[src/rtl/mem_access.sv]
// Memory-access pipeline stage: serialises LB/LH/LW/SB/SH/SW
// over an 8-bit memory port, stalling the pipeline until done.
module mem_access #(
    parameter int            OP_W   = 4,
    parameter logic [OP_W-1:0] OP_LB  = OP_W'(1),
    parameter logic [OP_W-1:0] OP_LH  = OP_W'(2),
    parameter logic [OP_W-1:0] OP_LW  = OP_W'(3),
    parameter logic [OP_W-1:0] OP_LBU = OP_W'(4),
    parameter logic [OP_W-1:0] OP_LHU = OP_W'(5),
    parameter logic [OP_W-1:0] OP_SB  = OP_W'(6),
    parameter logic [OP_W-1:0] OP_SH  = OP_W'(7),
    parameter logic [OP_W-1:0] OP_SW  = OP_W'(8)
) (
    input  logic            clk,
    input  logic            rst,
    input  logic [4:0]      wd_i,
    input  logic            wreg_i,
    input  logic [31:0]     wdata_i,
    input  logic [31:0]     mmem_data_i,
    input  logic [OP_W-1:0] op_type_i,
    input  logic [7:0]      mem_din_i,
    output logic [31:0]     mem_a_o,
    output logic [7:0]      mem_dout_o,
    output logic            mem_wr_o,
    output logic [4:0]      wd_o,
    output logic            wreg_o,
    output logic [31:0]     wdata_o,
    output logic            stallreq_o
);

    typedef enum logic [1:0] {
        S_IDLE,
        S_LOAD,
        S_STORE
    } state_t;

    state_t      r_state;
    logic [2:0]  r_cnt;
    logic [23:0] r_buf;

    logic        w_load;
    logic        w_store;
    logic [2:0]  w_n;
    logic [2:0]  w_n_m1;
    logic [31:0] w_addr;
    logic [31:0] w_st_shift;
    logic [31:0] w_ld_word;

    always_comb begin
        w_load  = 1'b0;
        w_store = 1'b0;
        w_n     = 3'd1;
        unique case (1'b1)
            op_type_i == OP_LB,
            op_type_i == OP_LBU: begin
                w_load = 1'b1;
                w_n    = 3'd1;
            end
            op_type_i == OP_LH,
            op_type_i == OP_LHU: begin
                w_load = 1'b1;
                w_n    = 3'd2;
            end
            op_type_i == OP_LW: begin
                w_load = 1'b1;
                w_n    = 3'd4;
            end
            op_type_i == OP_SB: begin
                w_store = 1'b1;
                w_n     = 3'd1;
            end
            op_type_i == OP_SH: begin
                w_store = 1'b1;
                w_n     = 3'd2;
            end
            op_type_i == OP_SW: begin
                w_store = 1'b1;
                w_n     = 3'd4;
            end
            default: ;
        endcase
    end

    assign w_n_m1     = w_n - 3'd1;
    assign w_addr     = wdata_i + {29'd0, r_cnt};
    assign w_st_shift = mmem_data_i >> {r_cnt, 3'b000};

    // The final byte arrives on mem_din_i; earlier ones sit in r_buf.
    always_comb begin
        w_ld_word = {mem_din_i, r_buf};
        unique case (1'b1)
            op_type_i == OP_LB:
                w_ld_word = {{24{mem_din_i[7]}}, mem_din_i};
            op_type_i == OP_LBU:
                w_ld_word = {24'd0, mem_din_i};
            op_type_i == OP_LH:
                w_ld_word = {{16{mem_din_i[7]}}, mem_din_i, r_buf[7:0]};
            op_type_i == OP_LHU:
                w_ld_word = {16'd0, mem_din_i, r_buf[7:0]};
            default: ;
        endcase
    end

    always_ff @(posedge clk) begin
        if (rst) begin
            r_state <= S_IDLE;
            r_cnt   <= 3'd0;
            r_buf   <= 24'd0;
        end else begin
            unique case (r_state)
                S_IDLE: begin
                    if (w_load) begin
                        r_cnt   <= 3'd1;
                        r_state <= S_LOAD;
                    end else if (w_store && w_n != 3'd1) begin
                        r_cnt   <= 3'd1;
                        r_state <= S_STORE;
                    end
                end
                S_LOAD: begin
                    if (r_cnt == w_n) begin
                        r_cnt   <= 3'd0;
                        r_state <= S_IDLE;
                    end else begin
                        unique case (r_cnt)
                            3'd1:    r_buf[7:0]   <= mem_din_i;
                            3'd2:    r_buf[15:8]  <= mem_din_i;
                            3'd3:    r_buf[23:16] <= mem_din_i;
                            default: ;
                        endcase
                        r_cnt <= r_cnt + 3'd1;
                    end
                end
                S_STORE: begin
                    if (r_cnt == w_n_m1) begin
                        r_cnt   <= 3'd0;
                        r_state <= S_IDLE;
                    end else begin
                        r_cnt <= r_cnt + 3'd1;
                    end
                end
                default: begin
                    r_cnt   <= 3'd0;
                    r_state <= S_IDLE;
                end
            endcase
        end
    end

    always_comb begin
        mem_a_o    = 32'd0;
        mem_dout_o = 8'd0;
        mem_wr_o   = 1'b0;
        wd_o       = 5'd0;
        wreg_o     = 1'b0;
        wdata_o    = 32'd0;
        stallreq_o = 1'b0;
        if (!rst) begin
            wd_o = wd_i;
            unique case (r_state)
                S_IDLE: begin
                    if (w_load) begin
                        mem_a_o    = wdata_i;
                        stallreq_o = 1'b1;
                    end else if (w_store) begin
                        mem_wr_o   = 1'b1;
                        mem_a_o    = wdata_i;
                        mem_dout_o = mmem_data_i[7:0];
                        stallreq_o = (w_n != 3'd1);
                    end else begin
                        wreg_o  = wreg_i;
                        wdata_o = wdata_i;
                    end
                end
                S_LOAD: begin
                    if (r_cnt == w_n) begin
                        wreg_o  = wreg_i;
                        wdata_o = w_ld_word;
                    end else begin
                        mem_a_o    = w_addr;
                        stallreq_o = 1'b1;
                    end
                end
                S_STORE: begin
                    mem_wr_o   = 1'b1;
                    mem_a_o    = w_addr;
                    mem_dout_o = w_st_shift[7:0];
                    stallreq_o = (r_cnt != w_n_m1);
                end
                default: ;
            endcase
        end
    end

endmodule

[config.mk]
export PLATFORM = sky130hd
export DESIGN_NAME = mem_access
export DESIGN_NICKNAME = d
export VERILOG_FILES = /design/src/rtl/mem_access.sv
export SDC_FILE = /design/constraint.sdc
export NUM_CORES = 1
export LEC_CHECK = 0
export CORE_MARGIN = 3
export CORE_UTILIZATION = 47
export DETAILED_ROUTE_END_ITERATION = 8
export GPL_TIMING_DRIVEN = 0
export PLACE_DENSITY_LB_ADDON = 0.3
export SLEW_MARGIN = 25
export SYNTH_ARGS = -nofsm -noshare
export SYNTH_HDL_FRONTEND = slang
export SYNTH_SLANG_ARGS = --single-unit
[constraint.sdc]
create_clock -name clk -period 5.47 [get_ports clk]
set_input_delay 0.547 -clock clk [delete_from_list [all_inputs] [get_ports clk]]
set_output_delay 0.547 -clock clk [all_outputs]
set_load 0.05 [all_outputs]
==> impl_results.md, run 1 <==
- Result of the run: finished, final reports clean
- DRC errors left: 0
- Layout-stage area growth over the synthesis result: 47.79%
- Core area: 7807 µm²
- I/O Buffers: 158
- Headroom to the max-slew limit: 28.00%
- DR pass1 iterations: 6
- Post-Place Worst Slack: 0.5411 ns
- Maximum number of pins on one net before global-route repair: 12
- Synth Flop Type: dfxtp_1
- Remaining global-route overflow: 0
- Net count reported at finish: 786
- Asr flop ratio synth: 0%
- EDFF count, synth: 0
- CP max stage delay: 0.86 ns
- Data required time at the worst endpoint: 4.92 ns
- Wire length per cell after detailed routing: 19.66 µm
- Leakage component of the power: 1.933 nW
- Fill cell instance count of the final layout: 642
- Antenna viol nets, final: 0
- Hold bufs inserted after CTS: 0
- Worst clock skew: 0.006024 ns
- Via count of the first global-routing pass: 4706
- Critical Setup Path Class: input port to output pin
- Cell Chain, Critical Path: clkdlybuf4s50_1 -> clkbuf_1 -> inv_1 -> xnor2_1 -> nor4_2 -> clkbuf_1 -> a22oi_1 -> o31ai_1 -> clkdlybuf4s50_1
- Critical-path top delay cell: clkdlybuf4s50_1
- Power per cell area: 192.4 nW/µm²
- Number of rows created at floorplan: 32
- Root buffer cell: clkbuf_8
- Clock-pin slew on the worst setup and hold paths: 0.07 ns
- Reg2Reg Setup Slack: 2.45 ns
- Fin Setup TNS: 0 ns
- Clock insertion delay at the later pin of the skew report: 0.29 ns
- Antenna violations before repair: 0
- Vertical die dimension: 96.24 µm
- Total of endpoints with negative setup slack in the final report: 0
- Count of max-cap constraint violations: 0
- DR iter-0 viols: 463
- Post-Syn Area: 3827 µm²
- Top achievable clock speed: 198.6 MHz
- Critical Path Source Type: input port
- R2R cell count: 7
- Hold wc startpoint: r_buf[7]
- Detailed Route WL: 15670 µm
- Post-CTS setup-driven buffer insertion count: 0
- Kind of end point of the critical path: output pin
- Final Max Slew Viols: 0
- Synth Instances: 529
- Commonest cells after routing, fill and taps aside: 158 x clkdlybuf4s50_1, 64 x nor2_1, 56 x nand2_1, 45 x a21oi_1, 29 x dfxtp_1
- Sink of the worst hold path: r_buf[7]
- Critical path buffers and inverters: 5
- Worst-case clock buffer depth: 2
- Cells on Worst Hold Path: 2
- Detailed-route via count: 4997
- Most common cell after layout, fill and taps aside: clkdlybuf4s50_1
- Fraction of final layout cells with drive strength greater than 1: 8.921%
- Total clock sinks: 29
- Worst reg2reg path endpoint: r_buf[1]
- Number of warnings issued by yosys: 0
- CP Data Arrival Time: 4.49 ns
- Via-per-instance ratio: 6.270
- Clock period minus worst slack: 5.035 ns
- Hold WC Path Type: register to register
- Largest fanout of any net on the critical path: 10
- TritonCTS Buffers: 5
- Overall fraction of global-route tracks in use: 32.78%
- Worst R2R Start: r_cnt[2]
- Setup repair after global routing missed its margin: false
- Post-DP HPWL: 12340 µm
- RD Place Congestion: 0.9980
- Core occupancy in the finished layout: 72.45%
- Wire length of the first global-routing pass: 23790 µm
- Post-cts sizing count: 0
- Starting Density: 49.02%
- CTS tree: done
- Die X-Extent: 96.24 µm
- Synthesis-stage register bit count: 29
- Transition time of the tightest slew-check pin: 1.071 ns
- Distinct cells, synth: 67
- Largest delay contributor family on the critical path: buffers and inverters
- Ports placed on the boundary: 164
- Inserted Diodes: 0
- Worst setup path start: op_type_i[3]
- Worst vdd ir: 0.1930 mV
- Post-synth net total: 621
- H-tree depth reported by CTS: 2
- Area enclosed by the die boundary: 9262 µm²
- Final worst-path cycle share: 92.05%
- Final critical-path setup slack: 0.4348 ns
- Count of endpoints failing hold in the final timing report: 0
- Mean instance size in the synthesized netlist: 7.235 µm²
- Share of synthesized area occupied by flip-flops and latches: 15.17%
-- state kept, by name, indices dropped and copies added (netlist names) --
register,flops
r_cnt,3
r_buf,24
r_state,2
-- worst max path at each step --
stage	endpoint	slack (ns)	cells past startpoint
floorplan	mem_a_o[30]	1.60	9
global placement	mem_a_o[30]	0.62	9
detailed placement	mem_a_o[30]	0.54	9
CTS	mem_a_o[30]	0.53	9
global route	mem_a_o[10]	0.20	9
finish	mem_a_o[30]	0.43	9
-- layout make-up --
cell class | count | area, µm² | share of cell area [%]
Buffer | 45 | 192.7 | 3.406
Clock buffer | 5 | 68.82 | 1.217
Clock inverter | 3 | 46.29 | 0.8184
Inverter | 14 | 52.55 | 0.9290
Multi-Input combinational cell | 441 | 3007 | 53.15
Sequential cell | 29 | 580.6 | 10.26
Tap cell | 102 | 127.6 | 2.256
Timing Repair Buffer | 158 | 1582 | 27.96
-- metrics by stage --
stage	std cells	hold slack [ns]	area (µm²)	total power [mW]
2_1_floorplan	529	0.4547	3827	0.6252
3_3_place_gp	789	0.4677	5537	0.8427
3_5_place_dp	789	0.4805	5537	0.8512
4_1_cts	797	0.4964	5652	1.078
5_1_grt	797	0.5337	5657	1.133
6_report	797	0.4945	5657	1.088
-- power breakdown --
group          total, mW  switching, mW  internal, mW
combinational      0.634          0.398         0.236
sequential         0.222        0.00612         0.216
clock              0.232         0.0961         0.136
total               1.09          0.500         0.589
-- tightest hold or removal path: cells and delay by family (launching register included) --
family | cells | cell delay (ns)
flops | 1 | 0.33
mux | 1 | 0.06
simple gates | 1 | 0.07
-- metal layers --
| layer | vias up | share of wire (%) | GRT usage, % |
|---|---|---|---|
| li1 | 2295 | - | - |
| met3 | 39 | 10 | 5.708 |
| met4 | 0 | 2.3 | 9.834 |
| met2 | 313 | 47 | 53.54 |
| met1 | 2350 | 40 | 43.88 |
| met5 | - | 0 | 0 |
-- cells in the mapped netlist (8+ instances only) --
master     n  area [µm²]
nand3_1   24       120.1
buf_2     12       60.06
and3_1     8       50.05
nand2_1   56       210.2
nor3_1    14       70.07
nor2_1    64       240.2
o21a_1     8       60.06
a22oi_1   17       127.6
a31oi_1   16       100.1
mux2i_1   26       260.3
mux4_2     8       180.2
a21oi_1   45       225.2
nor2b_1   12       75.07
o21ai_0   19       95.09
inv_1     14       52.55
mux2_2     9       101.4
clkbuf_1  28       105.1
dfxtp_1   29       580.6
-- cells by family after synthesis --
kind of cell	count (synthesis)	synth area share [%]
flops	29	15.17
compound gates	159	29.55
buf+inv	59	6.407
xor+xnor	6	1.863
simple gates	225	30.04
fa+ha+maj	8	2.811
mux	43	14.15
Note: power is estimated with default switching activity, not from simulation.
==> run 2, diff against run 1 <==
Settings changed: CORE_UTILIZATION 47 to 27, GPL_ROUTABILITY_DRIVEN set to 0.
==> run 2 against run 1 <==
Compared with the run above:
- highest routed layer unchanged
- count of clock-buffer cells in the layout unchanged
- via count shrank 3.0%
- largest power group unchanged
- global-route usage shrank 13 points
- sequential cell count stayed put
- non-clock buffer count unchanged
- clock skew decreased by 0.0036 ns
- combinational power up 0.8%
- cell count increased by 9.3%
- wire length up 6.3%
- largest cell class unchanged
- sequential share of layout area decreased by 0.27 points
- design area grew 2.7%
==> impl_results.md, run 2 (synthesis gave the netlist of run 1 again) <==
- Result of the run: finished, final reports clean
- Total of endpoints with negative setup slack in the final report: 0
- Post-cts sizing count: 0
- TritonCTS Buffers: 5
- Wire length of the first global-routing pass: 26130 µm
- Transition time of the tightest slew-check pin: 0.9916 ns
- Fraction of final layout cells with drive strength greater than 1: 8.777%
- Worst vdd ir: 0.1083 mV
- Die X-Extent: 125.1 µm
- Kind of end point of the critical path: output pin
- Commonest cells after routing, fill and taps aside: 158 x clkdlybuf4s50_1, 64 x nor2_1, 56 x nand2_1, 45 x a21oi_1, 29 x dfxtp_1
- CTS tree: done
- Leakage component of the power: 1.959 nW
- Placement Cell Area: 5629 µm²
- Post-DP HPWL: 13170 µm
- Data required time at the worst endpoint: 4.92 ns
- Inserted Diodes: 0
- Number of rows created at floorplan: 42
- I/O Buffers: 158
- Via count of the first global-routing pass: 4705
- Post-CTS setup-driven buffer insertion count: 0
- Vertical die dimension: 125.1 µm
- Fill cell instance count of the final layout: 1367
- CP Data Arrival Time: 4.36 ns
- Root buffer cell: clkbuf_16
- Count of endpoints failing hold in the final timing report: 0
- Worst R2R Start: r_cnt[2]
- Number of flip-flops under the largest register name: 24
- Via-per-instance ratio: 5.567
- Maximum number of pins on one net before global-route repair: 12
- Hold bufs inserted after CTS: 0
- Critical path capture point: wdata_o[8]
- Reg area: 580.6 µm²
- Total clock sinks: 29
- Multi-input combinational cell area: 3010 µm²
- Worst-case clock buffer depth: 2
- Clock period minus worst slack: 4.906 ns
- Clock insertion delay at the later pin of the skew report: 0.27 ns
- Clock-pin slew on the worst setup and hold paths: 0.05 ns
- H-tree depth reported by CTS: 2
- Starting Density: 28.23%
- DRC errors left: 0
- Core area: 13560 µm²
- Area enclosed by the die boundary: 15640 µm²
- Regs by FF count: r_buf x24, r_cnt x3, r_state x2
- Hold WC Path Type: register to register
- Count of max-cap constraint violations: 0
- Total power draw: 1.179 mW
- Antenna viol nets, final: 0
- Worst clock skew: 0.002429 ns
- Most common cell after layout, fill and taps aside: clkdlybuf4s50_1
- Largest fanout of any net on the critical path: 10
- Critical Setup Path Class: input port to output pin
- Top reg by flops: r_buf
- Core occupancy in the finished layout: 42.85%
- DR pass1 iterations: 5
- Fin Setup TNS: 0 ns
- Power per cell area: 203.0 nW/µm²
- Setup repair after global routing missed its margin: false
- Worst reg2reg path endpoint: r_buf[9]
- Remaining global-route overflow: 0
- Final Max Slew Viols: 0
- Detailed-route via count: 4849
- Headroom to the max-slew limit: 33.38%
- Overall fraction of global-route tracks in use: 20.21%
- Worst setup path start: op_type_i[3]
- Critical Path Source Type: input port
- Antenna violations before repair: 0
- Layout-stage area growth over the synthesis result: 51.78%
- Final worst-path cycle share: 89.68%
- Reg2Reg Setup Slack: 2.59 ns
- Finished Cell Area: 5809 µm²
- Ports placed on the boundary: 164
- DR iter-0 viols: 594
- Net count reported at finish: 786
- R2R cell count: 7
- Top achievable clock speed: 203.8 MHz
- Detailed Route WL: 16660 µm
- Wire length per cell after detailed routing: 19.12 µm
-- run 2: power breakdown --
part           total (mW)  switching (mW)  leakage (nW)  internal, mW
logic               0.639           0.403          1.64         0.237
registers           0.223         0.00674         0.234         0.217
clock network       0.317           0.102        0.0800         0.215
total                1.18           0.511          1.96         0.668
-- run 2: worst min path at each step --
| stage | slack, ns | from | end | depth (start not counted) |
|---|---|---|---|---|
| 4_1_cts | 0.50 | r_buf[4] | r_buf[4] | 2 |
| 3_3_place_gp | 0.47 | r_buf[4] | r_buf[4] | 2 |
| 5_1_grt | 0.52 | r_buf[4] | r_buf[4] | 2 |
| 2_1_floorplan | 0.45 | r_buf[16] | r_buf[16] | 2 |
| 3_5_place_dp | 0.48 | r_buf[4] | r_buf[4] | 2 |
| 6_report | 0.49 | r_buf[5] | r_buf[5] | 2 |
-- run 2: layout make-up --
cell class,instances,area share (%)
tap,176,3.791
clock buffer,5,2.154
timing repair buffer,158,27.22
sequential,29,9.994
multi-input combinational,441,51.82
inverter,14,0.9046
buffer,45,3.317
clock inverter,3,0.7969
-- run 2: through the flow --
step           cells  worst slack [ns]  hold slack, ns
2_1_floorplan    529             1.602          0.4547
3_3_place_gp     863            0.5131          0.4693
3_5_place_dp     863            0.4801          0.4833
4_1_cts          871            0.4734          0.4976
5_1_grt          871            0.2957          0.5239
6_report         871            0.5644          0.4939
-- run 2: metal layers --
metal  up-vias  wire [µm]  track usage (%)
met5         -          0                0
met3        35       1055            2.260
met2       235       7850            33.09
met4         0        502            6.888
met1      2267       7247            27.70
li1       2312          -                -
-- run 2: critical path, cell delays in order --
cell             delay (ns)
clkdlybuf4s50_1        0.61
clkbuf_1               0.35
inv_1                  0.21
xnor2_1                0.50
nor2b_1                0.20
clkbuf_1               0.31
clkbuf_1               0.41
nand2_1                0.09
a21oi_1                0.26
clkdlybuf4s50_1        0.85
==> run 3, diff against run 2 <==
Settings changed: SETUP_SLACK_MARGIN set to 0.05.
==> results of run 3 <==
Final layout, timing and power as in run 2 (identical DEF).
